**src/rtl/hdng_pid_if.sv**
```systemverilog
// Heading PID bus: heading samples, drive enable and forward speed in;
// wheel speed commands and settled flag out.
//   master : drives actl_hdng, dsrd_hdng, hdng_vld, moving, frwrd_spd
//   slave  : drives lft_spd, rght_spd, at_hdng
interface hdng_pid_if #(
  parameter int HDNG_W = 12,
  parameter int SPD_W  = 11
);
  logic signed [HDNG_W-1:0] actl_hdng;
  logic signed [HDNG_W-1:0] dsrd_hdng;
  logic                     hdng_vld;
  logic                     moving;
  logic        [SPD_W-1:0]  frwrd_spd;
  logic signed [SPD_W:0]    lft_spd;
  logic signed [SPD_W:0]    rght_spd;
  logic                     at_hdng;

  modport master (
    output actl_hdng, dsrd_hdng, hdng_vld, moving, frwrd_spd,
    input  lft_spd, rght_spd, at_hdng
  );

  modport slave (
    input  actl_hdng, dsrd_hdng, hdng_vld, moving, frwrd_spd,
    output lft_spd, rght_spd, at_hdng
  );
endinterface

```
**src/rtl/hdng_pid.sv**
```systemverilog
// Heading PID controller, three register stages:
//   1: saturated heading error
//   2: P, D (look-back difference) and saturating integrator
//   3: differential wheel commands around the forward speed
// A settle counter raises at_hdng after SETTLE consecutive in-band samples.
// Ports:
//   clk  - rising-edge clock
//   rst  - asynchronous active-high reset
//   bus  - hdng_pid_if slave (heading inputs, speed outputs, at_hdng)
module hdng_pid #(
  parameter int          HDNG_W    = 12,
  parameter int          ERR_W     = 10,
  parameter int          SPD_W     = 11,
  parameter int unsigned P_COEFF   = 3,
  parameter int unsigned D_COEFF   = 14,
  parameter int unsigned D_LAG     = 2,
  parameter int unsigned I_SHIFT   = 4,
  parameter int unsigned AT_THRESH = 30,
  parameter int unsigned SETTLE    = 4
) (
  input  logic      clk,
  input  logic      rst,
  hdng_pid_if.slave bus
);

  localparam int CW = ERR_W + 8;
  localparam int IW = ERR_W + 6;
  localparam int OW = ((CW > SPD_W + 1) ? CW : SPD_W + 1) + 2;

  if (D_LAG == 0 || D_LAG > 8) begin : g_bad_dlag
    $error("hdng_pid: D_LAG must be in 1..8");
  end
  if (SETTLE == 0 || SETTLE > 15) begin : g_bad_settle
    $error("hdng_pid: SETTLE must be in 1..15");
  end

  localparam logic signed [HDNG_W-1:0] E_MAX  = HDNG_W'((1 << (ERR_W - 1)) - 1);
  localparam logic signed [HDNG_W-1:0] E_MIN  = ~E_MAX;
  localparam logic signed [ERR_W:0]    D8_MAX = (ERR_W + 1)'(127);
  localparam logic signed [ERR_W:0]    D8_MIN = ~D8_MAX;
  localparam logic signed [IW:0]       I_MAX  = (IW + 1)'((1 << (IW - 1)) - 1);
  localparam logic signed [IW:0]       I_MIN  = ~I_MAX;
  localparam logic signed [OW-1:0]     O_MAX  = OW'((1 << SPD_W) - 1);
  localparam logic signed [OW-1:0]     O_MIN  = ~O_MAX;
  localparam logic signed [CW-1:0]     P_K    = CW'(P_COEFF);
  localparam logic signed [CW-1:0]     D_K    = CW'(D_COEFF);
  localparam logic signed [ERR_W-1:0]  AT_P   = ERR_W'(AT_THRESH);
  localparam logic signed [ERR_W-1:0]  AT_N   = -AT_P;
  localparam logic        [3:0]        SET_K  = 4'(SETTLE);

  logic signed [ERR_W-1:0]  r_err_sat;
  logic signed [ERR_W-1:0]  r_hist [D_LAG];
  logic signed [CW-1:0]     r_p;
  logic signed [CW-1:0]     r_d;
  logic signed [IW-1:0]     r_integ;
  logic signed [SPD_W:0]    r_lft;
  logic signed [SPD_W:0]    r_rght;
  logic        [3:0]        r_cnt;
  logic                     r_at;

  logic signed [HDNG_W-1:0] w_err;
  logic signed [ERR_W-1:0]  w_err_sat;
  logic signed [ERR_W:0]    w_diff;
  logic signed [7:0]        w_diff8;
  logic signed [IW:0]       w_isum;
  logic signed [IW-1:0]     w_integ_nxt;
  logic signed [CW-1:0]     w_i;
  logic signed [CW-1:0]     w_corr;
  logic signed [OW-1:0]     w_fw;
  logic signed [OW-1:0]     w_l;
  logic signed [OW-1:0]     w_r;
  logic signed [SPD_W:0]    w_l_sat;
  logic signed [SPD_W:0]    w_r_sat;
  logic                     w_in_band;

  // Difference taken at HDNG_W bits so it wraps around the heading circle.
  assign w_err     = bus.actl_hdng - bus.dsrd_hdng;
  assign w_diff    = (ERR_W + 1)'(r_err_sat) - (ERR_W + 1)'(r_hist[D_LAG-1]);
  assign w_isum    = (IW + 1)'(r_integ) + (IW + 1)'(r_err_sat);
  assign w_i       = CW'(r_integ >>> I_SHIFT);
  assign w_corr    = (r_p + r_d + w_i) >>> 3;
  assign w_fw      = OW'({1'b0, bus.frwrd_spd});
  assign w_l       = w_fw + OW'(w_corr);
  assign w_r       = w_fw - OW'(w_corr);
  assign w_in_band = (r_err_sat > AT_N) && (r_err_sat < AT_P);

  always_comb begin
    w_err_sat = ERR_W'(w_err);
    if (w_err > E_MAX)      w_err_sat = ERR_W'(E_MAX);
    else if (w_err < E_MIN) w_err_sat = ERR_W'(E_MIN);

    w_diff8 = 8'(w_diff);
    if (w_diff > D8_MAX)      w_diff8 = 8'sd127;
    else if (w_diff < D8_MIN) w_diff8 = -8'sd128;

    w_integ_nxt = IW'(w_isum);
    if (w_isum > I_MAX)      w_integ_nxt = IW'(I_MAX);
    else if (w_isum < I_MIN) w_integ_nxt = IW'(I_MIN);

    w_l_sat = (SPD_W + 1)'(w_l);
    if (w_l > O_MAX)      w_l_sat = (SPD_W + 1)'(O_MAX);
    else if (w_l < O_MIN) w_l_sat = (SPD_W + 1)'(O_MIN);

    w_r_sat = (SPD_W + 1)'(w_r);
    if (w_r > O_MAX)      w_r_sat = (SPD_W + 1)'(O_MAX);
    else if (w_r < O_MIN) w_r_sat = (SPD_W + 1)'(O_MIN);
  end

  always_ff @(posedge clk or posedge rst) begin
    if (rst) begin
      r_err_sat <= '0;
      r_p       <= '0;
      r_d       <= '0;
      r_integ   <= '0;
      r_lft     <= '0;
      r_rght    <= '0;
      r_cnt     <= '0;
      r_at      <= 1'b0;
      for (int unsigned i = 0; i < D_LAG; i++) r_hist[i] <= '0;
    end else begin
      r_err_sat <= w_err_sat;
      r_p       <= P_K * CW'(r_err_sat);
      r_d       <= D_K * CW'(w_diff8);

      if (bus.hdng_vld) begin
        r_hist[0] <= r_err_sat;
        for (int unsigned i = 1; i < D_LAG; i++) r_hist[i] <= r_hist[i-1];
      end

      if (!bus.moving)       r_integ <= '0;
      else if (bus.hdng_vld) r_integ <= w_integ_nxt;

      r_lft  <= bus.moving ? w_l_sat : '0;
      r_rght <= bus.moving ? w_r_sat : '0;

      if (bus.hdng_vld) begin
        if (!w_in_band)          r_cnt <= '0;
        else if (r_cnt != SET_K) r_cnt <= r_cnt + 4'd1;
      end
      r_at <= (r_cnt == SET_K);
    end
  end

  assign bus.lft_spd  = r_lft;
  assign bus.rght_spd = r_rght;
  assign bus.at_hdng  = r_at;

endmodule

```
**src/flat_wrapper.sv**
```systemverilog
// flat-port wrapper written by rule: the top's interface ports become plain ports
module hdng_pid_flat 
#(
  parameter int          HDNG_W    = 12,
  parameter int          ERR_W     = 10,
  parameter int          SPD_W     = 11,
  parameter int unsigned P_COEFF   = 3,
  parameter int unsigned D_COEFF   = 14,
  parameter int unsigned D_LAG     = 2,
  parameter int unsigned I_SHIFT   = 4,
  parameter int unsigned AT_THRESH = 30,
  parameter int unsigned SETTLE    = 4
)
  (clk, rst, bus_actl_hdng, bus_dsrd_hdng, bus_hdng_vld, bus_moving, bus_frwrd_spd, bus_lft_spd, bus_rght_spd, bus_at_hdng);
  hdng_pid_if #(.HDNG_W(HDNG_W), .SPD_W(SPD_W)) bus_i ();
  input  logic clk;
  input  logic rst;
  input wire logic [$bits(bus_i.actl_hdng)-1:0] bus_actl_hdng;
  input wire logic [$bits(bus_i.dsrd_hdng)-1:0] bus_dsrd_hdng;
  input wire logic [$bits(bus_i.hdng_vld)-1:0] bus_hdng_vld;
  input wire logic [$bits(bus_i.moving)-1:0] bus_moving;
  input wire logic [$bits(bus_i.frwrd_spd)-1:0] bus_frwrd_spd;
  output wire logic [$bits(bus_i.lft_spd)-1:0] bus_lft_spd;
  output wire logic [$bits(bus_i.rght_spd)-1:0] bus_rght_spd;
  output wire logic [$bits(bus_i.at_hdng)-1:0] bus_at_hdng;
  assign bus_i.actl_hdng = bus_actl_hdng;
  assign bus_i.dsrd_hdng = bus_dsrd_hdng;
  assign bus_i.hdng_vld = bus_hdng_vld;
  assign bus_i.moving = bus_moving;
  assign bus_i.frwrd_spd = bus_frwrd_spd;
  assign bus_lft_spd = bus_i.lft_spd;
  assign bus_rght_spd = bus_i.rght_spd;
  assign bus_at_hdng = bus_i.at_hdng;
  hdng_pid #(.HDNG_W(HDNG_W), .ERR_W(ERR_W), .SPD_W(SPD_W), .P_COEFF(P_COEFF), .D_COEFF(D_COEFF), .D_LAG(D_LAG), .I_SHIFT(I_SHIFT), .AT_THRESH(AT_THRESH), .SETTLE(SETTLE)) u_core (.clk(clk), .rst(rst), .bus(bus_i));
endmodule
```
**config.mk**
```make
export PLATFORM = sky130hd
export DESIGN_NAME = hdng_pid_flat
export DESIGN_NICKNAME = d
export VERILOG_FILES = /design/src/rtl/hdng_pid_if.sv /design/src/rtl/hdng_pid.sv /design/src/flat_wrapper.sv
export SDC_FILE = /design/constraint.sdc
export NUM_CORES = 1
export LEC_CHECK = 0
export ABC_CLOCK_PERIOD_IN_PS = 13570
export BUFFER_PORTS_ARGS = -buffer_cell sky130_fd_sc_hd__buf_4
export CAP_MARGIN = 10
export CELL_PAD_IN_SITES_DETAIL_PLACEMENT = 2
export CELL_PAD_IN_SITES_GLOBAL_PLACEMENT = 2
export CORE_MARGIN = 3
export CORE_UTILIZATION = 42
export DETAILED_ROUTE_END_ITERATION = 12
export PLACE_DENSITY_LB_ADDON = 0.12
export REMOVE_ABC_BUFFERS = 1
export SLEW_MARGIN = 20
export SYNTH_ARGS = -nofsm -noshare
export SYNTH_HDL_FRONTEND = slang
export SYNTH_SLANG_ARGS = --single-unit
```
**constraint.sdc**
```tcl
create_clock -name clk -period 13.57 [get_ports clk]
set_input_delay 2.0355 -clock clk [delete_from_list [all_inputs] [get_ports clk]]
set_output_delay 2.0355 -clock clk [all_outputs]
set_load 0.01 [all_outputs]
```
==> qor.yml, run 1 <==
status: "complete, no violations"
synth_warnings: 0
synth_edf_count: 0
ys.flop_type: "dfrtp_1"
numPortBuffers: 63
worst_r2r_endpoint: "u_core.r_d[16]"
synth.avg_cell_area_um2: 9.223
routed_wl_um: 25610
worstPathRequired_ns: 13.86
slew_headroom_pct: 34.31
grt_usage_pct: 23.63
synth_area_mm2: 0.008716
synth.distinct_cells: 81
cts_buffers: 9
fillers: 2227
cp_data_arrival_time_ns: 5.88
dp_slack_ns: 7.974
synthMuxAreaShare_pct: 1.895
whs_path_depth: 0
worst_slack_ns: 7.978
clk_pin_slew_worst_paths_ns: 0.07
place_congestion: 0.7932
yosysTopAreaCell: "dfrtp_1"
vias: 7217
drt_pass1_iterations: 4
cts_resized: 0
yosysTopAreaCellShare_pct: 28.71
post_cts.repair.setup_buffers: 0
synthSimpleGateAreaFrac_pct: 12.42
initial_core_util_pct: 42.94
antenna_cells: 0
r2r_cells: 23
tns_ns: 0
grt_pass1_vias: 8005
min_from: "u_core.r_err_sat[0]"
cts_tree: "yes"
final_common_cell: "ha_1"
holdCritPathClass: "register to register"
die_width_um: 150.1
synth_compound_area_share_pct: 22.27
seqCellArea_mm2: 0.002502
via_per_inst: 5.656
dp.cells: 1261
root_buffer: "clkbuf_16"
crit_path_end_kind: "register"
cp-start-kind: "register"
drcViolationCount: 0
final_cell_mix: "ha_1 (112), inv_1 (109), dfrtp_1 (100)"
fin_crit_ns: 5.592
setup_viol: 0
num_rows: 52
slew_violations: 0
hold_buffers: 0
grt_pass1_wl_um: 42020
finalCritPeriodShare_pct: 41.21
grt_max_degree: 76
r2r_slack_ns: 7.98
io-pin-count: 64
synth_area_leaders: "dfrtp_1 (29%), ha_1 (16%), fa_1 (5.5%)"
netlist_instances: 945
synthAdderAreaFrac_pct: 21.71
htree_levels: 3
clock_tree.buffer_depth: 2
synth-xor-area-share_pct: 7.422
multi_input_area_mm2: 0.005729
stdcell_area_mm2: 0.009762
maxCapViolCount: 0
drive_gt1_share_pct: 12.92
place_area_mm2: 0.009470
area_growth_pct: 12.00
tightest_slew_ns: 0.9854
ant_nets: 0
holdPathEnd: "u_core.r_p[0]"
r2r_start: "u_core.r_err_sat[0]"
rsz0062_at_grt: "false"
hold_viol: 0
seq_area_frac_synth_pct: 28.71
layout.nets: 1177
synth_top_family_by_area: "compound AO/OA/AOI/OAI gates"
fmax_mhz: 178.8
clock-sinks: 100
fin_skew_ns: 0.007299
overflow: 0
first_iter_violations: 191
clk_latency_ns: 0.36
antenna_found_initial: 0
core-area_mm2: 0.02030
wl_per_cell_um: 20.07
ys_async_sr_fraction_pct: 100.0
cp_max_fo: 9
die_h_um: 150.1
place_hpwl_um: 20470
crit_type: "register to register"
stdcell_count: 1276
dieArea_mm2: 0.02252
synth_seq_cells: 100
-- worst max-delay path: stages, from the launching register on --
cell and delay, ns:
dfrtp_1 0.43, inv_1 0.10, ha_1 0.18, inv_1 0.06, fa_1 0.41, a21oi_2 0.22
o211ai_2 0.13, o41ai_4 0.42, mux2_2 0.42, o21ai_2 0.09, a32oi_4 0.19, a211oi_1 0.45
ha_1 0.33, inv_1 0.08, fa_1 0.42, inv_1 0.12, ha_1 0.24, a21o_1 0.16
a21oi_1 0.23, nor2_1 0.09, o31a_1 0.26, o21a_1 0.18, o21ai_0 0.15, o21a_1 0.15
-- per-layer routing --
| metal | track usage (%) | share of wire (%) | up-vias | routed length (µm) |
|---|---|---|---|---|
| met5 | 0 | 0 | - | 0 |
| met4 | 6.862 | 2.5 | 0 | 637 |
| met3 | 3.422 | 2.5 | 33 | 635 |
| met2 | 43.28 | 52 | 111 | 13380 |
| met1 | 28.70 | 43 | 3633 | 10950 |
| li1 | - | - | 3440 | - |
-- cell usage after synthesis (4+ instances only) --
| master | number |
|---|---|
| and2_1 | 9 |
| a21oi_1 | 50 |
| nand4_1 | 4 |
| nand2b_1 | 10 |
| a211o_1 | 8 |
| ha_1 | 112 |
| a31oi_1 | 12 |
| inv_1 | 110 |
| a211oi_1 | 11 |
| xor2_1 | 28 |
| clkbuf_1 | 15 |
| and3_1 | 7 |
| o211ai_1 | 15 |
| o21ai_0 | 51 |
| o21a_1 | 7 |
| o21bai_1 | 12 |
| dfrtp_1 | 100 |
| a221o_1 | 6 |
| a21boi_0 | 9 |
| or2_2 | 4 |
| a21o_1 | 15 |
| mux2_2 | 12 |
| o31ai_1 | 5 |
| o22ai_1 | 5 |
| nor3_1 | 17 |
| fa_1 | 24 |
| xnor2_1 | 44 |
| nand2_1 | 62 |
| nand3_1 | 19 |
| a41oi_1 | 4 |
| nor2b_1 | 9 |
| nor2_1 | 65 |
| a21oi_2 | 5 |
| o21ai_1 | 6 |
-- cell type report --
cell class	count	share of cell area, %
tap	270	3.461
sequential	100	25.63
clock inverter	6	0.6537
timing repair buffer	65	4.999
clock buffer	9	2.307
multi-input combinational	716	58.69
inverter	110	4.255
-- registers in the layout, indices dropped and copies added, names as in the netlist --
signal	flops
u_core.r_cnt	4
u_core.r_integ	16
u_core.r_d	12
u_core.r_err_sat	10
u_core.bus.rght_spd	12
u_core.r_hist	20
u_core.bus.at_hdng	1
u_core.bus.lft_spd	12
u_core.r_p	13
-- how the worst max path moves through the flow --
stage                         from             end  slack, ns  cells past startpoint
3_3_place_gp   u_core.r_err_sat[0]  u_core.r_d[16]       8.28                     23
3_5_place_dp   u_core.r_err_sat[0]  u_core.r_d[16]       7.97                     23
6_report       u_core.r_err_sat[0]  u_core.r_d[16]       7.98                     23
4_1_cts        u_core.r_err_sat[0]  u_core.r_d[16]       7.95                     23
5_1_grt        u_core.r_err_sat[0]  u_core.r_d[16]       7.62                     23
2_1_floorplan  u_core.r_err_sat[0]  u_core.r_d[16]       8.62                     23
-- kinds of logic after synthesis --
group / after synthesis
mux: 15
flops: 100
buf+inv: 129
fa+ha+maj: 137
simple gates: 224
xor+xnor: 73
compound gates: 267
-- metrics by stage --
step | hold slack [ns] | utilization [%]
after floorplan | 0.4169 | -
after global placement | 0.4467 | 46.65
after detailed placement | 0.4569 | 46.65
after CTS | 0.4740 | 48.08
after global routing | 0.4993 | 48.09
final | 0.4720 | 48.09
Power of run 1 is left out: the tool's default activity adds up to more than one toggle a clock period on the data nets, which glitch-free logic cannot reach.
==> run 2, diff against run 1 <==
- ABC_AREA: default -> 1
- ABC_CLOCK_PERIOD_IN_PS: 13570 -> 5100
- CORE_UTILIZATION: 42 -> 33
- clock period: 13.57 -> 5.1 ns (I/O delays scaled with it)
==> run 2 against run 1 <==
Non-clock buffer count rose by 3. Routed wire length rose by 5.3%. Clock-buffer cell count stayed put. Critical path depth is 6 higher. Fmax up 24%. Synthesized area grew 2.3%. Clock skew grew 0.0043 ns. Worst setup slack worse by 7.4 ns. First-iteration DRC count rose by 53%. Worst hold slack better by 0.0078 ns. Cell area grew 3.3%. Critical path type unchanged.
==> qor.yml, run 2 <==
clk_latency_ns: 0.36  # about the same
ys.flop_type: "dfrtp_1"  # unchanged
routed_wl_um: 26970  # was 25610 µm
die_width_um: 170.4  # was 150.1 µm
synth.distinct_cells: 40  # was 81
grt_pass1_vias: 8739  # was 8005
cp_data_arrival_time_ns: 4.77  # was 5.88 ns
fin_crit_ns: 4.516  # was 5.592 ns
seq_area_frac_synth_pct: 28.06  # was 28.71%
cts_tree: "yes"  # unchanged
wl_met1_um: 12120  # was 10950 µm
tightest_slew_ns: 0.9238  # was 0.9854 ns
grt_max_degree: 69  # was 76
r2r_cells: 29  # was 23
setup_viol: 0  # unchanged
drive_gt1_share_pct: 9.624  # was 12.92%
io-pin-count: 64  # unchanged
htree_levels: 3  # unchanged
hold_viol: 0  # unchanged
die_h_um: 170.4  # was 150.1 µm
drcViolationCount: 0  # unchanged
final_cell_mix: "nand2_1 (333), inv_1 (198), ha_1 (111)"  # was ha_1 (112), inv_1 (109), dfrtp_1 (100)
drt_pass1_iterations: 5  # was 4
wl_met3_um: 440  # was 635 µm
slew_violations: 0  # unchanged
status: "complete, no violations"  # unchanged
synth_most_common_cell: "nand2_1"  # was ha_1
dieArea_mm2: 0.02903  # was 0.02252 mm²
crit_slowest_cell: "fa_1"  # was a211oi_1
path_common_cell: "nand2_1"  # was inv_1
place_hpwl_um: 22570  # was 20470 µm
clk_pin_slew_worst_paths_ns: 0.07  # about the same
ys_async_sr_fraction_pct: 100.0  # unchanged
synth_common_cells: "nand2_1 (333), inv_1 (199), ha_1 (112)"  # was ha_1 (112), inv_1 (110), dfrtp_1 (100)
cts_buffers: 9  # unchanged
r2r_slack_ns: 0.58  # was 7.98 ns
place_congestion: 0.7977  # was 0.7932
wl_per_cell_um: 16.72  # was 20.07 µm
antenna_found_initial: 0  # unchanged
synth_area_leaders: "dfrtp_1 (28%), ha_1 (16%), nand2_1 (14%)"  # was dfrtp_1 (29%), ha_1 (16%), fa_1 (5.5%)
largest_reg_flops: 20  # unchanged
overflow: 0  # unchanged
grt_pass1_wl_um: 45290  # was 42020 µm
numPortBuffers: 63  # unchanged
crit_path_end_kind: "register"  # unchanged
synth.avg_cell_area_um2: 7.370  # was 9.223 µm²
first_iter_violations: 293  # was 191
holdPathEnd: "u_core.r_p[0]"  # unchanged
initial_core_util_pct: 33.93  # was 42.94%
core-area_mm2: 0.02628  # was 0.02030 mm²
post_cts.repair.setup_buffers: 0  # unchanged
tns_ns: 0  # unchanged
min_from: "u_core.r_err_sat[0]"  # unchanged
crit_type: "register to register"  # unchanged
finalCritPeriodShare_pct: 88.55  # was 41.21%
synth_area_mm2: 0.008917  # was 0.008716 mm²
clock-sinks: 100  # unchanged
via_per_inst: 4.931  # was 5.656
r2r_start: "u_core.r_err_sat[0]"  # unchanged
antenna_cells: 0  # unchanged
rsz0062_at_grt: "false"  # unchanged
root_buffer: "clkbuf_16"  # unchanged
netlist_instances: 1210  # was 945
fmax_mhz: 221.4  # was 178.8 MHz
worstPathRequired_ns: 5.36  # was 13.86 ns
layout.nets: 1449  # was 1177
vias: 7954  # was 7217
yosysTopAreaCellShare_pct: 28.06  # was 28.71%
clock_tree.buffer_depth: 2  # unchanged
hold_buffers: 0  # unchanged
yosysTopAreaCell: "dfrtp_1"  # unchanged
grt_usage_pct: 19.41  # was 23.63%
fin_skew_ns: 0.01156  # was 0.007299 ns
max_stage_delay_ns: 0.48  # was 0.45 ns
ant_nets: 0  # unchanged
synth_seq_cells: 100  # unchanged
holdCritPathClass: "register to register"  # unchanged
maxCapViolCount: 0  # unchanged
synth_warnings: 0  # unchanged
synth_edf_count: 0  # unchanged
slew_headroom_pct: 38.42  # was 34.31%
routed-wl-met2_um: 14180  # was 13380 µm
cp-start-kind: "register"  # unchanged
area_growth_pct: 13.09  # was 12.00%
regMostFlops: "u_core.r_hist"  # unchanged
largest_registers: "u_core.r_hist x20, u_core.r_integ x16, u_core.r_p x13"  # unchanged
final_common_cell: "nand2_1"  # was ha_1
whs_path_depth: 0  # unchanged
cp_max_fo: 9  # unchanged
num_rows: 59  # was 52
top_layer_used: "met4"  # unchanged
worst_r2r_endpoint: "u_core.r_d[11]"  # was u_core.r_d[16]
run 2: layout make-up:
type	instances	area, µm²
sequential	100	2502
inverter	205	772.0
fill	3144	16200
clock buffer	9	225.2
tap	335	419.2
clock inverter	6	72.57
multi-input combinational	890	5583
timing repair buffer	68	510.5
run 2: layer usage:
metal | vias up | track usage, %
li1 | 3955 | -
met1 | 3914 | 24.14
met2 | 72 | 36.79
met3 | 13 | 1.998
met4 | 0 | 3.034
met5 | - | 0
run 2: logic make-up (layout without fill, tap and decap cells):
kind of cell	Yosys count	in the layout	synth area share [%]
and+or+nand+nor	534	534	24.96
adders and majority gates	136	136	21.10
AOI/OAI and AO/OA	155	155	9.948
buffers and inverters	220	288	9.541
DFF	100	100	28.06
xor gates and xnor gates	65	65	6.384
run 2: how the worst max path moves through the flow:
stage / start / to / slack (ns) / cells past startpoint
final: u_core.r_err_sat[0] / u_core.r_d[11] / 0.58 / 29
after global routing: u_core.r_err_sat[0] / u_core.r_d[11] / 0.05 / 29
after CTS: u_core.r_err_sat[0] / u_core.r_d[11] / 0.21 / 28
after detailed placement: u_core.r_err_sat[0] / u_core.r_d[11] / 0.25 / 28
after global placement: u_core.r_err_sat[0] / u_core.r_d[11] / 0.54 / 28
after floorplan: u_core.r_err_sat[0] / u_core.r_d[11] / 0.92 / 28
run 2: per-stage QoR:
stage / hold slack [ns] / utilization, % / setup slack [ns] / instance area [µm²] / cells
2_1_floorplan: 0.4030 / - / 0.9224 / 8836 / 1195
3_3_place_gp: 0.4193 / 37.17 / 0.5420 / 9768 / 1598
3_5_place_dp: 0.4498 / 37.17 / 0.2489 / 9768 / 1598
4_1_cts: 0.4820 / 38.30 / 0.2112 / 10070 / 1613
5_1_grt: 0.5075 / 38.37 / 0.04811 / 10080 / 1613
6_report: 0.4798 / 38.37 / 0.5841 / 10080 / 1613
run 2: critical path: cells and delay by family, from the launching register on:
family                   cells  cell delay (ns)
AND/OR/NAND/NOR             17             1.61
adder cells (fa/ha/maj)      5             1.61
buffers and inverters        6             0.44
flip-flops                   1             0.43
AO/OA/AOI/OAI                1             0.28
run 2: timing repair:
action                                 in CTS  in global routing
resized for setup                           0                  8
setup endpoints to repair                   0                  4
endpoints found under the hold margin       0                  0
Power of run 2 is left out for the same reason.
==> run 3, diff against run 2 <==
- CORE_ASPECT_RATIO: default -> 0.8
- CTS_BUF_LIST: default -> sky130_fd_sc_hd__clkbuf_16
==> run 3 against run 2 <==
Sequential share of layout area barely moved. Worst hold slack got worse by 0.014 ns. Fmax decreased by 2.7%. Worst setup slack worse by 0.13 ns. Register-to-register slack lost 0.13 ns. Non-clock buffer count down 1. Largest cell class unchanged.
==> qor.yml, run 3 (synthesized netlist as in run 2, its figures left out) <==
status: "complete, no violations"  # unchanged
die_h_um: 153.0  # was 170.4 µm
final_common_cell: "nand2_1"  # unchanged
root_buffer: "clkbuf_16"  # unchanged
max_stage_delay_ns: 0.53  # was 0.48 ns
worst_r2r_endpoint: "u_core.r_d[16]"  # was u_core.r_d[11]
numPortBuffers: 63  # unchanged
drcViolationCount: 0  # unchanged
largest_registers: "u_core.r_hist x20, u_core.r_integ x16, u_core.r_p x13"  # unchanged
cp_max_fo: 9  # unchanged
slew_headroom_pct: 53.28  # was 38.42%
io-pin-count: 64  # unchanged
via_per_inst: 4.864  # was 4.931
holdPathEnd: "u_core.r_p[0]"  # unchanged
cp-startpoint: "u_core.r_err_sat[0]"  # unchanged
r2r_start: "u_core.r_err_sat[0]"  # unchanged
fillers: 3158  # was 3144
path_common_cell: "nand2_1"  # unchanged
crit_type: "register to register"  # unchanged
core-area_mm2: 0.02646  # was 0.02628 mm²
r2r_slack_ns: 0.46  # was 0.58 ns
cp_data_arrival_time_ns: 4.91  # was 4.77 ns
layout.nets: 1448  # was 1449
hold_buffers: 0  # unchanged
antenna_cells: 0  # unchanged
place_congestion: 0.8001  # was 0.7977
clk_latency_ns: 0.36  # about the same
rsz0062_at_grt: "false"  # unchanged
place_hpwl_um: 22860  # was 22570 µm
ant_nets: 0  # unchanged
cp-start-kind: "register"  # unchanged
min_from: "u_core.r_err_sat[0]"  # unchanged
grt_usage_pct: 19.74  # was 19.41%
drive_gt1_share_pct: 9.162  # was 9.624%
clock_tree.buffer_depth: 2  # unchanged
drt_pass1_iterations: 4  # was 5
first_iter_violations: 228  # was 293
grt_pass1_vias: 8879  # was 8739
initial_core_util_pct: 33.70  # was 33.93%
cts_buffers: 9  # unchanged
htree_levels: 3  # unchanged
maxCapViolCount: 0  # unchanged
dieArea_mm2: 0.02904  # was 0.02903 mm²
vias: 7947  # was 7954
post_cts.repair.setup_buffers: 0  # unchanged
worstPathRequired_ns: 5.37  # was 5.36 ns
tightest_slew_ns: 0.7009  # was 0.9238 ns
largest_reg_flops: 20  # unchanged
overflow: 0  # unchanged
die_width_um: 189.8  # was 170.4 µm
final_cell_mix: "nand2_1 (333), inv_1 (198), ha_1 (112)"  # was nand2_1 (333), inv_1 (198), ha_1 (111)
crit_slowest_cell: "fa_1"  # unchanged
fin_crit_ns: 4.641  # was 4.516 ns
tns_ns: 0  # unchanged
grt_pass1_wl_um: 46130  # was 45290 µm
antenna_found_initial: 0  # unchanged
fin_skew_ns: 0.01310  # was 0.01156 ns
routed_wl_um: 27060  # was 26970 µm
fmax_mhz: 215.5  # was 221.4 MHz
holdCritPathClass: "register to register"  # unchanged
grt_max_degree: 57  # was 69
regMostFlops: "u_core.r_hist"  # unchanged
clock-sinks: 100  # unchanged
cts_tree: "yes"  # unchanged
crit_path_end_kind: "register"  # unchanged
area_growth_pct: 12.98  # was 13.09%
hold_viol: 0  # unchanged
r2r_cells: 26  # was 29
num_rows: 53  # was 59
setup_viol: 0  # unchanged
clk_pin_slew_worst_paths_ns: 0.07  # about the same
finalCritPeriodShare_pct: 91.01  # was 88.55%
cts_resized: 0  # unchanged
whs_path_depth: 0  # unchanged
slew_violations: 0  # unchanged
wl_per_cell_um: 16.56  # was 16.72 µm
[run 3: cell types whose count changed in the layout (fill, tap and decap cells not counted), moves of 2 or more]
| cell | previous run | this run |
|---|---|---|
| o21ai_0 | 44 | 46 |
| clkinv_4 | 2 | 0 |
| o21ai_1 | 6 | 4 |
| clkinv_1 | 2 | 5 |
[run 3: routing by layer]
layer	up-vias	part of all wire, %	global-route usage [%]
met1	3904	47	25.76
met4	0	1.6	4.187
met2	68	49	34.67
met3	23	2.3	3.004
li1	3952	-	-
met5	-	0	0
[run 3: how the worst max path moves through the flow]
stage                           endpoint  slack (ns)  depth (start not counted)
after floorplan           u_core.r_d[11]        0.92                         28
after global routing      u_core.r_d[11]        0.03                         28
after CTS                 u_core.r_d[11]        0.22                         28
after global placement    u_core.r_d[11]        0.54                         28
after detailed placement  u_core.r_d[11]        0.26                         28
final                     u_core.r_d[16]        0.46                         26
[run 3: critical path, delay by kind of cell, from the launching register on]
kind	cells	cell delay [ns]
flip-flops	1	0.42
AND/OR/NAND/NOR	13	1.35
AO/OA/AOI/OAI	3	0.66
buffers and inverters	5	0.41
adder cells (fa/ha/maj)	5	1.68
[run 3: stage by stage]
step           setup slack, ns  utilization (%)  instances  cell area [µm²]  hold slack [ns]
2_1_floorplan           0.9224                -       1195             8836           0.4030
3_3_place_gp            0.5449            36.99       1619             9788           0.4176
6_report                0.4585            38.08       1634            10070           0.4663
5_1_grt                0.02555            38.08       1634            10070           0.4824
4_1_cts                 0.2162            38.05       1634            10070           0.4594
3_5_place_dp            0.2611            36.99       1619             9788           0.4433
[run 3: area by class of cell]
class | instances | area (µm²) | share of cell area (%)
Clock inverter | 6 | 55.05 | 0.5464
Multi-Input combinational cell | 890 | 5570 | 55.29
Sequential cell | 100 | 2502 | 24.84
Clock buffer | 9 | 225.2 | 2.235
Inverter | 205 | 772.0 | 7.663
Tap cell | 357 | 446.7 | 4.434
Timing Repair Buffer | 67 | 503.0 | 4.993
Power of run 3 is left out for the same reason.
